`src/rtl/bus_arbiter.sv`:
```
`default_nettype none
// ============================================================================
// Module   : bus_arbiter
// Purpose  : Two-master / one-slave data-bus arbiter with round-robin choice
//            between simultaneous requesters, a registered slave bus, a
//            one-cycle ready/error return pulse and an abort watchdog.
// Revision : 1.0 - initial release
// ============================================================================
module bus_arbiter #(
  parameter int ADDR_WIDTH = 32,
  parameter int DATA_WIDTH = 32,
  parameter int TIMEOUT    = 255
) (
  input  logic                  clock,
  input  logic                  reset,          // active-low, asynchronous
  // master 0 (core load/store port)
  input  logic [ADDR_WIDTH-1:0] m0_address,
  input  logic [DATA_WIDTH-1:0] m0_write_data,
  input  logic                  m0_write,
  input  logic                  m0_read,
  output logic [DATA_WIDTH-1:0] m0_read_data,
  output logic                  m0_ready,
  output logic                  m0_error,
  // master 1 (secondary requester)
  input  logic [ADDR_WIDTH-1:0] m1_address,
  input  logic [DATA_WIDTH-1:0] m1_write_data,
  input  logic                  m1_write,
  input  logic                  m1_read,
  output logic [DATA_WIDTH-1:0] m1_read_data,
  output logic                  m1_ready,
  output logic                  m1_error,
  // slave bus
  output logic [ADDR_WIDTH-1:0] s_address,
  output logic [DATA_WIDTH-1:0] s_write_data,
  output logic                  s_write,
  output logic                  s_read,
  input  logic [DATA_WIDTH-1:0] s_read_data,
  input  logic                  s_ready,
  output logic [1:0]            grant
);

  // Watchdog counter is at least 8 bits and wide enough to reach TIMEOUT-1.
  localparam int c_CNT_W = (TIMEOUT > 255) ? $clog2(TIMEOUT + 1) : 8;
  localparam logic [c_CNT_W-1:0] c_CNT_LAST =
      (TIMEOUT == 0) ? '0 : c_CNT_W'(TIMEOUT - 1);
  localparam bit c_WDOG_EN = (TIMEOUT != 0);

  typedef enum logic [0:0] {
    S_IDLE = 1'b0,
    S_BUSY = 1'b1
  } state_t;

  state_t                r_state;
  state_t                w_next_state;
  logic                  r_last_grant;     // 0 = m0 won last, 1 = m1 won last
  logic [c_CNT_W-1:0]    r_cnt;
  logic [ADDR_WIDTH-1:0] r_s_address;
  logic [DATA_WIDTH-1:0] r_s_write_data;
  logic                  r_s_write;
  logic                  r_s_read;
  logic [1:0]            r_grant;
  logic                  r_m0_ready, r_m0_error;
  logic                  r_m1_ready, r_m1_error;
  logic [DATA_WIDTH-1:0] r_m0_read_data, r_m1_read_data;

  logic w_req0, w_req1;
  logic w_start;     // grant edge in IDLE
  logic w_winner;    // 0 = m0, 1 = m1
  logic w_done;      // slave completed the access
  logic w_abort;     // watchdog expired

  // A master that is seeing its ready pulse cannot request again this cycle,
  // so a request still held while the master reacts is not re-issued.
  assign w_req0 = (m0_read | m0_write) & ~r_m0_ready;
  assign w_req1 = (m1_read | m1_write) & ~r_m1_ready;

  // State register.
  always_ff @(posedge clock or negedge reset) begin
    if (!reset) r_state <= S_IDLE;
    else        r_state <= w_next_state;
  end

  // Next-state and control decode: arbitration in IDLE, completion/abort in BUSY.
  always_comb begin
    w_next_state = r_state;
    w_start      = 1'b0;
    w_winner     = 1'b0;
    w_done       = 1'b0;
    w_abort      = 1'b0;
    case (r_state)
      S_IDLE: begin
        if (w_req0 | w_req1) begin
          w_start      = 1'b1;
          // Round-robin on a tie: the master that did not win last time.
          w_winner     = (w_req0 & w_req1) ? ~r_last_grant : w_req1;
          w_next_state = S_BUSY;
        end
      end
      S_BUSY: begin
        if (s_ready) begin
          w_done       = 1'b1;
          w_next_state = S_IDLE;
        end else if (c_WDOG_EN && (r_cnt == c_CNT_LAST)) begin
          w_abort      = 1'b1;
          w_next_state = S_IDLE;
        end
      end
      default: w_next_state = S_IDLE;
    endcase
  end

  // Slave-bus registers, owner tracking, watchdog and master return pulses.
  always_ff @(posedge clock or negedge reset) begin
    if (!reset) begin
      r_last_grant   <= 1'b1;   // favours m0 on the first tie
      r_cnt          <= '0;
      r_s_address    <= '0;
      r_s_write_data <= '0;
      r_s_write      <= 1'b0;
      r_s_read       <= 1'b0;
      r_grant        <= 2'b00;
      r_m0_ready     <= 1'b0;
      r_m0_error     <= 1'b0;
      r_m0_read_data <= '0;
      r_m1_ready     <= 1'b0;
      r_m1_error     <= 1'b0;
      r_m1_read_data <= '0;
    end else begin
      // Return signals are single-cycle; cleared unless set below.
      r_m0_ready     <= 1'b0;
      r_m0_error     <= 1'b0;
      r_m0_read_data <= '0;
      r_m1_ready     <= 1'b0;
      r_m1_error     <= 1'b0;
      r_m1_read_data <= '0;

      if (w_start) begin
        // Write wins when a master raises both strobes.
        if (w_winner) begin
          r_s_address    <= m1_address;
          r_s_write_data <= m1_write_data;
          r_s_write      <= m1_write;
          r_s_read       <= m1_read & ~m1_write;
          r_grant        <= 2'b10;
        end else begin
          r_s_address    <= m0_address;
          r_s_write_data <= m0_write_data;
          r_s_write      <= m0_write;
          r_s_read       <= m0_read & ~m0_write;
          r_grant        <= 2'b01;
        end
        r_last_grant <= w_winner;
        r_cnt        <= '0;
      end else if (w_done || w_abort) begin
        r_s_write <= 1'b0;
        r_s_read  <= 1'b0;
        r_grant   <= 2'b00;
        if (r_grant[1]) begin
          r_m1_ready     <= 1'b1;
          r_m1_error     <= w_abort;
          r_m1_read_data <= (w_done && r_s_read) ? s_read_data : '0;
        end else begin
          r_m0_ready     <= 1'b1;
          r_m0_error     <= w_abort;
          r_m0_read_data <= (w_done && r_s_read) ? s_read_data : '0;
        end
      end else if (r_state == S_BUSY) begin
        r_cnt <= r_cnt + 1'b1;
      end
    end
  end

  assign s_address     = r_s_address;
  assign s_write_data  = r_s_write_data;
  assign s_write       = r_s_write;
  assign s_read        = r_s_read;
  assign grant         = r_grant;
  assign m0_ready      = r_m0_ready;
  assign m0_error      = r_m0_error;
  assign m0_read_data  = r_m0_read_data;
  assign m1_ready      = r_m1_ready;
  assign m1_error      = r_m1_error;
  assign m1_read_data  = r_m1_read_data;

endmodule
`default_nettype wire

```
`config.mk`:
```
export PLATFORM = sky130hd
export DESIGN_NAME = bus_arbiter
export DESIGN_NICKNAME = d
export VERILOG_FILES = /design/src/rtl/bus_arbiter.sv
export SDC_FILE = /design/constraint.sdc
export NUM_CORES = 1
export LEC_CHECK = 0
export CAP_MARGIN = 20
export CORE_MARGIN = 3
export CORE_UTILIZATION = 35
export CTS_CLUSTER_SIZE = 12
export DETAILED_ROUTE_END_ITERATION = 7
export GPL_TIMING_DRIVEN = 1
export PLACE_DENSITY_LB_ADDON = 0.12
export SLEW_MARGIN = 20
export SYNTH_ARGS = -nofsm -noshare
export SYNTH_HDL_FRONTEND = slang
export SYNTH_SLANG_ARGS = --single-unit
```
`constraint.sdc`:
```
create_clock -name clock -period 1.5 [get_ports clock]
set_input_delay 0.3 -clock clock [delete_from_list [all_inputs] [get_ports clock]]
set_output_delay 0.3 -clock clock [all_outputs]
set_load 0.01 [all_outputs]
```
# After elaboration in Yosys (flattened, before gate mapping)
# Index checks and enable logic that the tools add are counted.
# Widths: inputs -> output; s select.
# word_totals
ff_bits	146
in_bits	167
word_cells	81
# op_classes
n_addsub	1
eq_ne	2
n_mux	45
bitwise_logic	14
reduce_logical	5
# ops
operator	count
$mux 32	9
$mux 1	29
$mux 8	3
$add 8x1->8 const B	1
$eq 8x8->1 const B	1
$mux 2	3
$not 1->1	6
$and 1x1->1	5
$reduce_bool 2->1	2
$or 1x1->1	3
$ne 2x2->1 const B	1
$pmux 1 s2	1
$reduce_and 2->1	1
$logic_and 1x1->1	1
$logic_or 1x1->1	1

# Longest topological paths before layout
# Gate-level depths: netlist of the first run.
# depth
depth_word	8
mapped_depth	7
depth_no_buf	6

# Least setup slack after synthesis of the first run
# Ideal clock, no wire load.
# synth_timing
path_kind	reg2reg
from	register r_cnt[0]
to	register r_cnt[5]
setup_time_ns	0.078
arrival_ns	1.461
required_time_ns	1.422
setup_slack_ns	-0.039
path_stages_with_launch	7
period_less_slack_ns	1.539
path_cell_list	dfrtp_1 inv_1 ha_1 nand3_1 o21ai_0 or4_1 a21oi_1
# synth_via
elab_chain_cells	7
# synth_lines
element	line_no	text
start: declaration	56	logic [c_CNT_W-1:0] r_cnt;
start signal: assignment	168	r_cnt <= r_cnt + 1'b1;
$eq 8x8->1	103	end else if (c_WDOG_EN && (r_cnt == c_CNT_LAST)) begin
$mux 1	103	
$mux 1	100	if (s_ready) begin
$mux 1	90	case (r_state)
$logic_or 1x1->1	154	end else if (w_done || w_abort) begin
$ne 2x2->1 (no source line)	--	
$reduce_and 2->1 (no source line)	--	
# Parallel ways exist; a longest one is shown, timed or not. The select of a mux whose other input is x is not followed.
# A chain may end at the register's enable or synchronous reset.

# Worst setup path after layout of the first run
# layout_timing
from	register r_state
to	register r_s_write_data[12], in the netlist s_write_data[12]
# layout_via
elab_chain_cells	2
# layout_lines
element	line_no	text
start: declaration	53	state_t r_state;
start signal: assignment	80	else r_state <= w_next_state;
$mux 1	90	
$mux 32	139	if (w_winner) begin
end signal: assignment	141	r_s_write_data <= m1_write_data;
end signal: assignment	147	r_s_write_data <= m0_write_data;
end: declaration	58	logic [DATA_WIDTH-1:0] r_s_write_data;
# Parallel ways exist; a longest one is shown, timed or not.

==> summary.txt, run 1 <==
Run status
  • Status: finished, violations left
  • Failing checks: negative setup slack

Worst setup path
  • Max Fanout on Critical Path: 21
  • Slowest cell delay on critical path: roughly 0.46 ns
  • Top cell family by delay on the critical path: buffers and inverters
  • Crit-path cells: buf_4 -> a211oi_4 -> buf_6 -> buf_12 -> a22oi_1 -> nand2_1
  • Setup CP Type: reg2reg
  • Arr. time, crit path: around 1.9 ns
  • CP max stage cell: dfrtp_1
  • Worst Setup End Kind: flip-flop
  • Critical Path RT: roughly 1.8 ns
  • Crit start category: flip-flop
  • Buf/Inv on CP: 3

Drt
  • Vias per cell: about 4.9
  • Drt pass-1 iters: 4
  • DRC errors left: 0
  • DR iter-0 viols: ~280
  • Vias: 5202
  • Routed len/inst: about 19 um
  • Final wirelength: approximately 20 mm
  • Final ANT Viol Nets: 0

Finish
  • P&R area growth vs syn: 75.7%
  • Antenna Diode Count: 0
  • NumNets Final: 1001
  • Fillers: 1285
  • Commonest non-fill, non-tap cell in the layout: clkdlybuf4s50_1
  • Finished Cell Area: roughly 0.01 mm2
  • Layout cells sized above 1: 0.159
  • Commonest non-fill, non-tap cells in the layout: 164 x clkdlybuf4s50_1, 145 x dfrtp_1, 134 x dlygate4sd2_1

Global routing
  • Pin count of the biggest net entering global routing: 65
  • First-pass GRT wire length: ~30 mm
  • Grt ovf: 0
  • Initial antenna violation count: 0
  • Total track usage: 0.213
  • Vias in the first global route: between 5000 and 6000

Timing
  • Slew @ Worst Pin: approximately 0.42 ns
  • Max-slew violation count: 0
  • Fin crit period: roughly 1.6 ns
  • Crit share post-route: 1.05
  • Max Clk Rate: around 0.63 GHz
  • Setup violators final: between 80 and 90
  • Setup Skew: 0.00780 ns
  • Worst slew margin: 0.723
  • TNS Setup: -2.43 ns
  • RSZ-0062 raised after global routing: true
  • Final setup margin: -0.0818 ns
  • Endpoints failing hold: 0

Floorplan
  • Die Height: roughly 130 um
  • Core area: between 0.015 and 0.02 mm2
  • # IOs: ~300
  • Die X: roughly 130 um
  • Row count: 45
  • Die area: 0.0178 mm2
  • Initial core utilization: 0.365

Synthesis
  • Syn. warnings: 0
  • Sequential share of the synthesized area: 0.644
  • Syn_nets: about 670
  • Post-synth cell types: 41
  • Primary FF master, synth: dfrtp_1
  • Mean post-synth cell area: about 11 um2
  • FF+latch count, synth: between 100 and 150
  • Ys async rst share: 1.00
  • Gate Count Post-Synth: 503
  • Number of synthesized flops with an enable pin: 0
  • Mapped Area: approximately 0.0057 mm2

Power
  • Power Total: around 17 mW
  • Worst vdd ir: around 0.8 mV
  • Comb power frac: 0.425
  • Reg power frac: 0.339
  • Cell Pwr Density: ~1700 mW/mm2
  • P_sw: about 6 mW
  • Sw Ratio: 0.353
  • Clock power frac: 0.237
  • Static leakage: approximately 5.2 nW
  • Power Internal: roughly 11 mW

Min path
  • Type of the worst min-delay path: in2async

Clock network
  • Worst-path clk slew: roughly 0.060 ns
  • CTS Buf Count: 17
  • CTS tree: built
  • Num Clock Sinks: 146
  • Root buffer cell: clkbuf_16
  • CTS Buffer Depth: 2
  • H-tree depth: 4
  • Clock latency on the worst-skew pair: around 0.41 ns

Placed design
  • Final HPWL DP: around 14 mm
  • Setup Slack @ Placement: -0.422 ns
  • Input/output buffers: slightly above 300
  • Cell Area, Placed: 0.00919 mm2
  • RD Place Congestion: 0.871

Flow run
  • Max_cap viols: 0
[state kept, by name, summed over array words and instances, names as in the netlist]
| register | flops |
|---|---|
| r_cnt | 8 |
| s_write | 1 |
| s_read | 1 |
| m1_error | 1 |
| s_address | 32 |
| m0_ready | 1 |
| m0_read_data | 32 |
| m1_read_data | 32 |
| s_write_data | 32 |
| m1_ready | 1 |
| grant | 2 |
| r_state | 1 |
| m0_error | 1 |
| r_last_grant | 1 |
[final timing paths]
check | startpoint | end | slack, ns | depth (start not counted)
min in group clock | m0_address[3] | s_address[3] | 0.42 | 3
min | reset | m0_read_data[10] | 0.38 | 2
min reg2reg | s_write_data[31] | s_write_data[31] | 0.49 | 2
max reg2reg | r_state | s_write_data[12] | -0.08 | 6
max in group asynchronous | reset | s_address[11] | 0.51 | 3
max | r_state | s_write_data[12] | -0.08 | 6
[worst reg2reg max path: stages (launching register included)]
cell	delay [ns]
dfrtp_1	0.46
buf_4	0.20
a211oi_4	0.31
buf_6	0.20
buf_12	0.18
a22oi_1	0.11
nand2_1	0.07
[kinds of logic after synthesis]
kind of cell,Yosys count,synth area share
AND/OR/NAND/NOR,220,0.186
flip-flops,146,0.644
AO/OA/AOI/OAI,88,0.115
buffers and inverters,41,0.0390
multiplexers,4,0.00728
XOR/XNOR,2,0.00309
adder cells (fa/ha/maj),2,0.00441
[cell type report]
cell class / instances / area (um2) / share of cell area
well taps: 211 / 264 / 0.0265
clock inverters: 12 / 110 / 0.0110
inverters: 4 / 15.0 / 0.00151
repair buffers: 347 / 3410 / 0.342
clock buffers: 20 / 437 / 0.0438
flip-flops and latches: 146 / 3650 / 0.367
multi-input cells: 316 / 2080 / 0.208
[through the flow]
| stage | instances | util | hold WS (ns) |
|---|---|---|---|
| final | 1056 | 0.641 | 0.379 |
| after CTS | 1051 | 0.620 | 0.398 |
| after global routing | 1056 | 0.641 | 0.413 |
| after global placement | 1017 | 0.591 | 0.240 |
| after floorplan | 503 | - | 0.00441 |
| after detailed placement | 1017 | 0.591 | 0.248 |
[layer usage]
| metal | up-vias | GRT usage | wire [um] |
|---|---|---|---|
| met5 | - | 0 | 0 |
| met4 | 0 | 0.0720 | 489 |
| met3 | 36 | 0.0657 | 1380 |
| met2 | 196 | 0.376 | 10400 |
| met1 | 2570 | 0.247 | 7750 |
| li1 | 2400 | - | - |
[power groups by stage]
stage / sequential [mW] / combinational (mW) / clock [mW]
final: 5.62 / 7.04 / 3.92
after global routing: 5.74 / 7.61 / 4.18
after CTS: 5.54 / 6.23 / 4.00
after detailed placement: 5.63 / 6.72 / 0
after global placement: 5.58 / 6.56 / 0
after floorplan: 6.00 / 2.52 / 0
[timing repair]
item,CTS,global route
cloned,0,4
endpoints found under the hold margin,38,0
pin swaps,2,44
hold buffers,1,0
setup buffers,1,1
gates resized for setup,154,47
setup endpoints to repair,213,138
[synthesized netlist by cell type (2+ instances only)]
| cell type | n | area [um2] |
|---|---|---|
| nor4b_1 | 2 | 17.5 |
| and3_1 | 66 | 413 |
| dfrtp_1 | 145 | 3630 |
| buf_6 | 4 | 45.0 |
| nor2_1 | 3 | 11.3 |
| buf_4 | 6 | 45.0 |
| buf_2 | 12 | 60.1 |
| a21oi_1 | 2 | 10.0 |
| inv_1 | 4 | 15.0 |
| o211ai_1 | 2 | 15.0 |
| clkbuf_1 | 14 | 52.6 |
| o21a_1 | 2 | 15.0 |
| o21ai_0 | 4 | 20.0 |
| nand2_1 | 132 | 495 |
| o31ai_1 | 2 | 15.0 |
| nand3_1 | 6 | 30.0 |
| a21o_1 | 4 | 30.0 |
| nand2b_1 | 2 | 12.5 |
| a22oi_1 | 63 | 473 |
| o21ai_1 | 2 | 10.0 |
| ha_1 | 2 | 25.0 |
| nor4_1 | 2 | 12.5 |
| and2_4 | 2 | 17.5 |
| mux2i_1 | 3 | 30.0 |
Power figures use the tool's default switching activity.
==> inputs of run 2 (changes only) <==
CTS_CLUSTER_DIAMETER = 100   (was not set)
HOLD_SLACK_MARGIN = 0.15   (was not set)
PLACE_DENSITY = 0.73   (was not set)
PLACE_DENSITY_LB_ADDON = not set   (was 0.12)
==> summary.txt, run 2 (synthesis gave the netlist of run 1 again) <==
Clock network
  • CTS Buffer Depth: 2 (unchanged)
  • H-tree depth: 4 (unchanged)
  • Worst-path clk slew: 0.06 ns (about the same)
  • Clock latency on the worst-skew pair: 0.41 ns (about the same)
  • CTS tree: built (unchanged)
  • Num Clock Sinks: 146 (unchanged)
  • Root buffer cell: clkbuf_16 (unchanged)
  • CTS Buf Count: 17 (unchanged)

Run status
  • Failing checks: negative setup slack (unchanged)
  • Status: finished, violations left (unchanged)

Placed design
  • Final HPWL DP: 14.0 mm (was 14.4 mm)
  • Input/output buffers: 302 (unchanged)
  • RD Place Congestion: 0.809 (was 0.871)
  • Setup Slack @ Placement: -0.446 ns (was -0.422 ns)

Worst setup path
  • Worst reg-to-reg path cell count: 6 (unchanged)
  • R2R setup slack: -0.05 ns (was -0.08 ns)
  • RR Endpoint: s_address[31] (was s_write_data[12])
  • Critical Path RT: 1.79 ns (was 1.84 ns)
  • Arr. time, crit path: 1.84 ns (was 1.92 ns)
  • Crit Reg-Reg Startpoint: m0_ready (was r_state)
  • Setup CP Type: reg2reg (unchanged)
  • Origin of the worst setup path: m0_ready (was r_state)
  • Worst Setup End Kind: flip-flop (unchanged)
  • Crit start category: flip-flop (unchanged)
  • Max Fanout on Critical Path: 5 (was 21)
  • Crit path capture: s_address[31] (was s_write_data[12])

Floorplan
  • Die area: 0.0178 mm2 (unchanged)
  • Initial core utilization: 0.365 (unchanged)
  • # IOs: 303 (unchanged)
  • Row count: 45 (unchanged)
  • Die X: 133 um (unchanged)
  • Die Height: 133 um (unchanged)
  • Core area: 0.0155 mm2 (unchanged)

Finish
  • Area of the multi-input gates: 0.00217 mm2 (was 0.00208 mm2)
  • P&R area growth vs syn: 82.3% (was 75.7%)
  • Storage cell area: 0.00366 mm2 (was 0.00365 mm2)
  • NumNets Final: 1010 (was 1001)
  • Layout cells sized above 1: 0.187 (was 0.159)
  • Commonest non-fill, non-tap cell in the layout: clkdlybuf4s50_1 (unchanged)
  • Commonest non-fill, non-tap cells in the layout: 165 x clkdlybuf4s50_1, 144 x dfrtp_1, 134 x dlygate4sd2_1 (was 164 x clkdlybuf4s50_1, 145 x dfrtp_1, 134 x dlygate4sd2_1)
  • Antenna Diode Count: 0 (unchanged)
  • Fillers: 1213 (was 1285)

Power
  • Worst vdd ir: 1.03 mV (was 0.798 mV)
  • Static leakage: 5.32 nW (was 5.19 nW)
  • Cell Pwr Density: 1730 mW/mm2 (was 1660 mW/mm2)

Timing
  • Endpoints failing hold: 0 (unchanged)
  • Setup Skew: 0.00581 ns (was 0.00780 ns)
  • Max Clk Rate: 0.644 GHz (was 0.632 GHz)
  • Final setup margin: -0.0532 ns (was -0.0818 ns)
  • Max-slew violation count: 0 (unchanged)
  • Slew @ Worst Pin: 0.362 ns (was 0.416 ns)
  • RSZ-0062 raised after global routing: true (unchanged)
  • TNS Setup: -1.33 ns (was -2.43 ns)
  • Crit share post-route: 1.04 (was 1.05)
  • Fin crit period: 1.55 ns (was 1.58 ns)
  • Setup violators final: 73 (was 86)
  • Worst slew margin: 0.755 (was 0.723)

Drt
  • Vias: 5297 (was 5202)
  • Drt pass-1 iters: 4 (unchanged)
  • Final wirelength: 20.8 mm (was 20.1 mm)
  • Routed len/inst: 19.6 um (was 19.0 um)
  • DR iter-0 viols: 226 (was 278)
  • Vias per cell: 4.97 (was 4.93)
  • Final ANT Viol Nets: 0 (unchanged)
  • DRC errors left: 0 (unchanged)

Global routing
  • Vias in the first global route: 5436 (was 5438)
  • Pin count of the biggest net entering global routing: 65 (unchanged)
  • Grt ovf: 0 (unchanged)
  • Total track usage: 0.211 (was 0.213)
  • Initial antenna violation count: 0 (unchanged)
  • First-pass GRT wire length: 29.4 mm (was 29.9 mm)

Flow run
  • Max_cap viols: 0 (unchanged)

Min path
  • Type of the worst min-delay path: in2async (unchanged)
-- run 2: area by class of cell --
class / instances / area share
Inverter: 4 / 0.00145
Tap cell: 211 / 0.0255
Clock buffer: 23 / 0.0443
Clock inverter: 9 / 0.0150
Multi-Input combinational cell: 316 / 0.210
Timing Repair Buffer: 356 / 0.351
Sequential cell: 146 / 0.354
-- run 2: power by group --
group	switching (mW)	internal (mW)	total [mW]
clock	1.58	2.83	4.41
combinational	3.81	4.00	7.82
sequential	0.714	4.98	5.70
-- run 2: routing by layer --
layer / global-route usage / vias up / part of all wire
met4: 0.0823 / 0 / 0.028
met5: 0 / - / 0
met2: 0.379 / 211 / 0.53
met3: 0.0536 / 37 / 0.059
met1: 0.241 / 2627 / 0.39
li1: - / 2422 / -
-- run 2: worst min-delay path by stage --
stage | from | end | slack [ns] | cells past startpoint
after global routing | reset | r_cnt[6] | 0.40 | 2
final | reset | r_state | 0.38 | 2
after floorplan | reset | grant[0] | 0.004 | 0
after global placement | reset | r_state | 0.21 | 1
after detailed placement | reset | r_state | 0.21 | 1
after CTS | reset | r_cnt[1] | 0.35 | 2
-- run 2: per-stage QoR --
stage	hold WS (ns)	total power [mW]	util	instance area, um2	cells
6_report	0.383	17.9	0.665	10300	1065
5_1_grt	0.399	18.8	0.665	10300	1065
4_1_cts	0.351	16.2	0.623	9680	1046
3_5_place_dp	0.212	12.3	0.591	9190	1012
3_3_place_gp	0.212	12.1	0.591	9190	1012
2_1_floorplan	0.00441	8.52	-	5680	503
-- run 2: critical path, cell delays in order (launching register included) --
cell	delay [ns]
dfrtp_1	0.39
o21ba_4	0.19
a211oi_4	0.24
buf_6	0.17
clkbuf_16	0.16
mux2i_1	0.19
o21ai_1	0.08
-- run 2: timing repair --
action,CTS,global route
setup endpoints to repair,265,137
pin swaps,3,42
buffers inserted,1,7
hold buffers,1,0
endpoints found under the hold margin,145,0
resized for setup,146,80
cloned,0,12
==> inputs of run 3 (changes only) <==
ABC_AREA = 1   (was not set)
CORE_UTILIZATION = 37   (was 35)
PLACE_DENSITY = 0.74   (was 0.73)
==> summary.txt, run 3 <==
Run status
  • Status: complete, no violations (was finished, violations left)

Power
  • Clock power frac: 0.222 (was 0.246)
  • Sw Ratio: 0.394 (was 0.341)
  • Power Total: 18.9 mW (was 17.9 mW)
  • Power Internal: 11.4 mW (was 11.8 mW)
  • Reg power frac: 0.300 (was 0.318)
  • Comb power frac: 0.477 (was 0.436)
  • Cell Pwr Density: 1790 mW/mm2 (was 1730 mW/mm2)
  • Static leakage: 5.70 nW (was 5.32 nW)
  • P_sw: 7.43 mW (was 6.11 mW)
  • Worst vdd ir: 1.11 mV (was 1.03 mV)

Synthesis
  • Mapped Area: 0.00637 mm2 (was 0.00567 mm2)
  • Cell taking the most area after synthesis: dfrtp_1 (unchanged)
  • Number of synthesized flops with an enable pin: 0 (unchanged)
  • Synth top cells by count: 264 x nand2_1, 151 x nand3_1, 145 x dfrtp_1 (was 145 x dfrtp_1, 132 x nand2_1, 66 x and3_1)
  • Leading cell type by number of instances after synthesis: nand2_1 (was dfrtp_1)
  • Syn_nets: 950 (was 672)
  • Gate Count Post-Synth: 781 (was 503)
  • Area share of the largest cell type after synthesis: 0.569 (was 0.640)
  • Area contributors post-synth: dfrtp_1 57%, nand2_1 16%, nand3_1 12% (was dfrtp_1 64%, nand2_1 8.7%, a22oi_1 8.3%)
  • Mean post-synth cell area: 8.16 um2 (was 11.3 um2)
  • Sequential share of the synthesized area: 0.574 (was 0.644)
  • Ys async rst share: 1.00 (unchanged)
  • Syn. warnings: 0 (unchanged)
  • Post-synth cell types: 23 (was 41)
  • Primary FF master, synth: dfrtp_1 (unchanged)
  • FF+latch count, synth: 146 (unchanged)

Clock network
  • CTS Buffer Depth: 2 (unchanged)
  • H-tree depth: 4 (unchanged)
  • CTS tree: built (unchanged)
  • Clock latency on the worst-skew pair: 0.42 ns (was 0.41 ns)
  • CTS Buf Count: 17 (unchanged)
  • Root buffer cell: clkbuf_16 (unchanged)
  • Num Clock Sinks: 146 (unchanged)
  • Worst-path clk slew: 0.06 ns (about the same)

Worst setup path
  • Crit Reg-Reg Startpoint: r_cnt[0] (was m0_ready)
  • WP depth: 1 (was 6)
  • R2R setup slack: 0.07 ns (was -0.05 ns)
  • Crit-path cells: dlygate4sd2_1 (was o21ba_4 -> a211oi_4 -> buf_6 -> clkbuf_16 -> mux2i_1 -> o21ai_1)
  • Crit path capture: s_read (was s_address[31])
  • Crit start category: flip-flop (unchanged)
  • Top cell family by delay on the critical path: flip-flops (was compound AO/OA/AOI/OAI gates)
  • Setup CP Type: reg2out (was reg2reg)
  • Slowest cell delay on critical path: 0.40 ns (was 0.39 ns)
  • Worst Setup End Kind: output pin (was flip-flop)
  • Worst reg-to-reg path cell count: 9 (was 6)
  • RR Endpoint: r_cnt[0] (was s_address[31])
  • CP max stage cell: dfrtp_1 (unchanged)
  • Critical Path RT: 1.20 ns (was 1.79 ns)
  • Buf/Inv on CP: 1 (was 2)
  • Arr. time, crit path: 1.14 ns (was 1.84 ns)
  • Max Fanout on Critical Path: 3 (was 5)
  • Origin of the worst setup path: s_read (was m0_ready)

Drt
  • DR iter-0 viols: 326 (was 226)
  • Final wirelength: 21.2 mm (was 20.8 mm)
  • DRC errors left: 0 (unchanged)
  • Drt pass-1 iters: 4 (unchanged)
  • Vias per cell: 4.63 (was 4.97)
  • Final ANT Viol Nets: 0 (unchanged)
  • Routed len/inst: 15.7 um (was 19.6 um)
  • Vias: 6238 (was 5297)

Placed design
  • RD Place Congestion: 0.800 (was 0.809)
  • Cell Area, Placed: 0.0101 mm2 (was 0.00919 mm2)
  • Input/output buffers: 302 (unchanged)
  • Final HPWL DP: 15.4 mm (was 14.0 mm)
  • Dpl cells: 1312 (was 1012)

Finish
  • P&R area growth vs syn: 65.5% (was 82.3%)
  • Post-layout util: 0.631 (was 0.665)
  • Layout cells sized above 1: 0.0932 (was 0.187)
  • Layout Cells excl Fill: 1347 (was 1065)
  • Commonest non-fill, non-tap cell in the layout: nand2_1 (was clkdlybuf4s50_1)
  • Commonest non-fill, non-tap cells in the layout: 261 x nand2_1, 165 x clkdlybuf4s50_1, 149 x nand3_1 (was 165 x clkdlybuf4s50_1, 144 x dfrtp_1, 134 x dlygate4sd2_1)
  • Finished Cell Area: 0.0105 mm2 (was 0.0103 mm2)
  • Antenna Diode Count: 0 (unchanged)
  • Fillers: 1465 (was 1213)
  • NumNets Final: 1283 (was 1010)

Global routing
  • Pin count of the biggest net entering global routing: 68 (was 65)
  • Vias in the first global route: 6153 (was 5436)
  • Initial antenna violation count: 0 (unchanged)
  • Grt ovf: 0 (unchanged)
  • First-pass GRT wire length: 31.9 mm (was 29.4 mm)
  • Total track usage: 0.220 (was 0.211)

Timing
  • Hold WS: 0.254 ns (was 0.383 ns)
  • Max Clk Rate: 0.695 GHz (was 0.644 GHz)
  • Max-slew violation count: 0 (unchanged)
  • Fin crit period: 1.44 ns (was 1.55 ns)
  • Crit share post-route: 0.959 (was 1.04)
  • Worst slew margin: 0.730 (was 0.755)
  • Endpoints failing hold: 0 (unchanged)
  • Setup Skew: 0.00805 ns (was 0.00581 ns)
  • Setup violators final: 0 (was 73)
  • Slew @ Worst Pin: 0.405 ns (was 0.362 ns)

Floorplan
  • Die X: 137 um (was 133 um)
  • Initial core utilization: 0.382 (was 0.365)
  • Row count: 47 (was 45)
  • Die area: 0.0188 mm2 (was 0.0178 mm2)
  • # IOs: 303 (unchanged)
  • Core area: 0.0167 mm2 (was 0.0155 mm2)
  • Die Height: 137 um (was 133 um)

Flow run
  • Max_cap viols: 0 (unchanged)

Min path
  • Type of the worst min-delay path: in2async (unchanged)
[run 3: changes by cell type in the layout (fill, tap and decap cells not counted), moves of 5 or more]
cell,change
buf_6,-8
inv_6,+7
buf_4,+16
nand3_1,+144
clkbuf_16,-7
nand2_1,+129
nor2_1,+73
inv_1,+73
clkbuf_1,-5
and3_1,-66
a22oi_2,-59
buf_12,+6
[run 3: how the worst min path moves through the flow]
stage	startpoint	endpoint	cells after the start
after floorplan	reset	grant[0]	0
after global placement	reset	m0_read_data[19]	1
after detailed placement	reset	m1_read_data[11]	1
after CTS	reset	m1_read_data[11]	2
after global routing	reset	m1_read_data[11]	2
final	reset	m1_read_data[11]	2
[run 3: worst register-to-register path: stages, from the launching register on]
cell,delay [ns]
dfrtp_1,0.40
inv_1,0.09
ha_1,0.14
nand2_1,0.05
nor2_2,0.17
nand2_2,0.09
nand2_4,0.12
inv_2,0.09
nand2_1,0.06
o21ai_0,0.08
[run 3: cell families (layout without fill, tap and decap cells)]
family	count (synthesis)	count (layout)	synth area share
and+or+nand+nor	500	500	0.328
DFF	146	146	0.574
buffers and inverters	125	471	0.0860
AOI/OAI and AO/OA	5	5	0.00452
xor gates and xnor gates	3	3	0.00412
adders and majority gates	2	2	0.00393
[run 3: area by class of cell]
cell class / instances / area [um2] / share of cell area
well taps: 220 / 275 / 0.0261
multi-input cells: 510 / 2210 / 0.210
repair buffers: 358 / 3520 / 0.334
inverters: 81 / 307 / 0.0291
clock inverters: 14 / 143 / 0.0135
flip-flops and latches: 146 / 3650 / 0.347
clock buffers: 18 / 439 / 0.0416
[run 3: metal layers]
| metal | track usage | share of wire | wire length, um | vias up |
|---|---|---|---|---|
| li1 | - | - | - | 3077 |
| met1 | 0.264 | 0.39 | 8290 | 2931 |
| met2 | 0.375 | 0.51 | 10800 | 201 |
| met3 | 0.0665 | 0.072 | 1530 | 29 |
| met4 | 0.0809 | 0.025 | 524 | 0 |
| met5 | 0 | 0 | 0 | - |
[run 3: repair_timing]
item	4_1_cts	5_1_grt
gates resized for setup	138	7
hold endpoints to repair	145	0
setup buffers	0	2
pin swaps	0	2
hold buffers	1	0
setup endpoints to repair	141	24
[run 3: through the flow]
stage	TNS, ns	worst slack (ns)
global route	-0.00916	-0.00424
global placement	-19.43	-0.285
CTS	0	0.0176
finish	0	0.0613
floorplan	0	0.179
detailed placement	-21.22	-0.324
[run 3: power groups by stage]
stage	Sequential [mW]	Clock (mW)	Combinational, mW
after floorplan	6.26	0	4.21
after global placement	5.74	0	9.57
after detailed placement	5.79	0	9.70
after CTS	5.68	4.29	9.03
after global routing	5.81	4.45	9.97
final	5.67	4.20	9.01
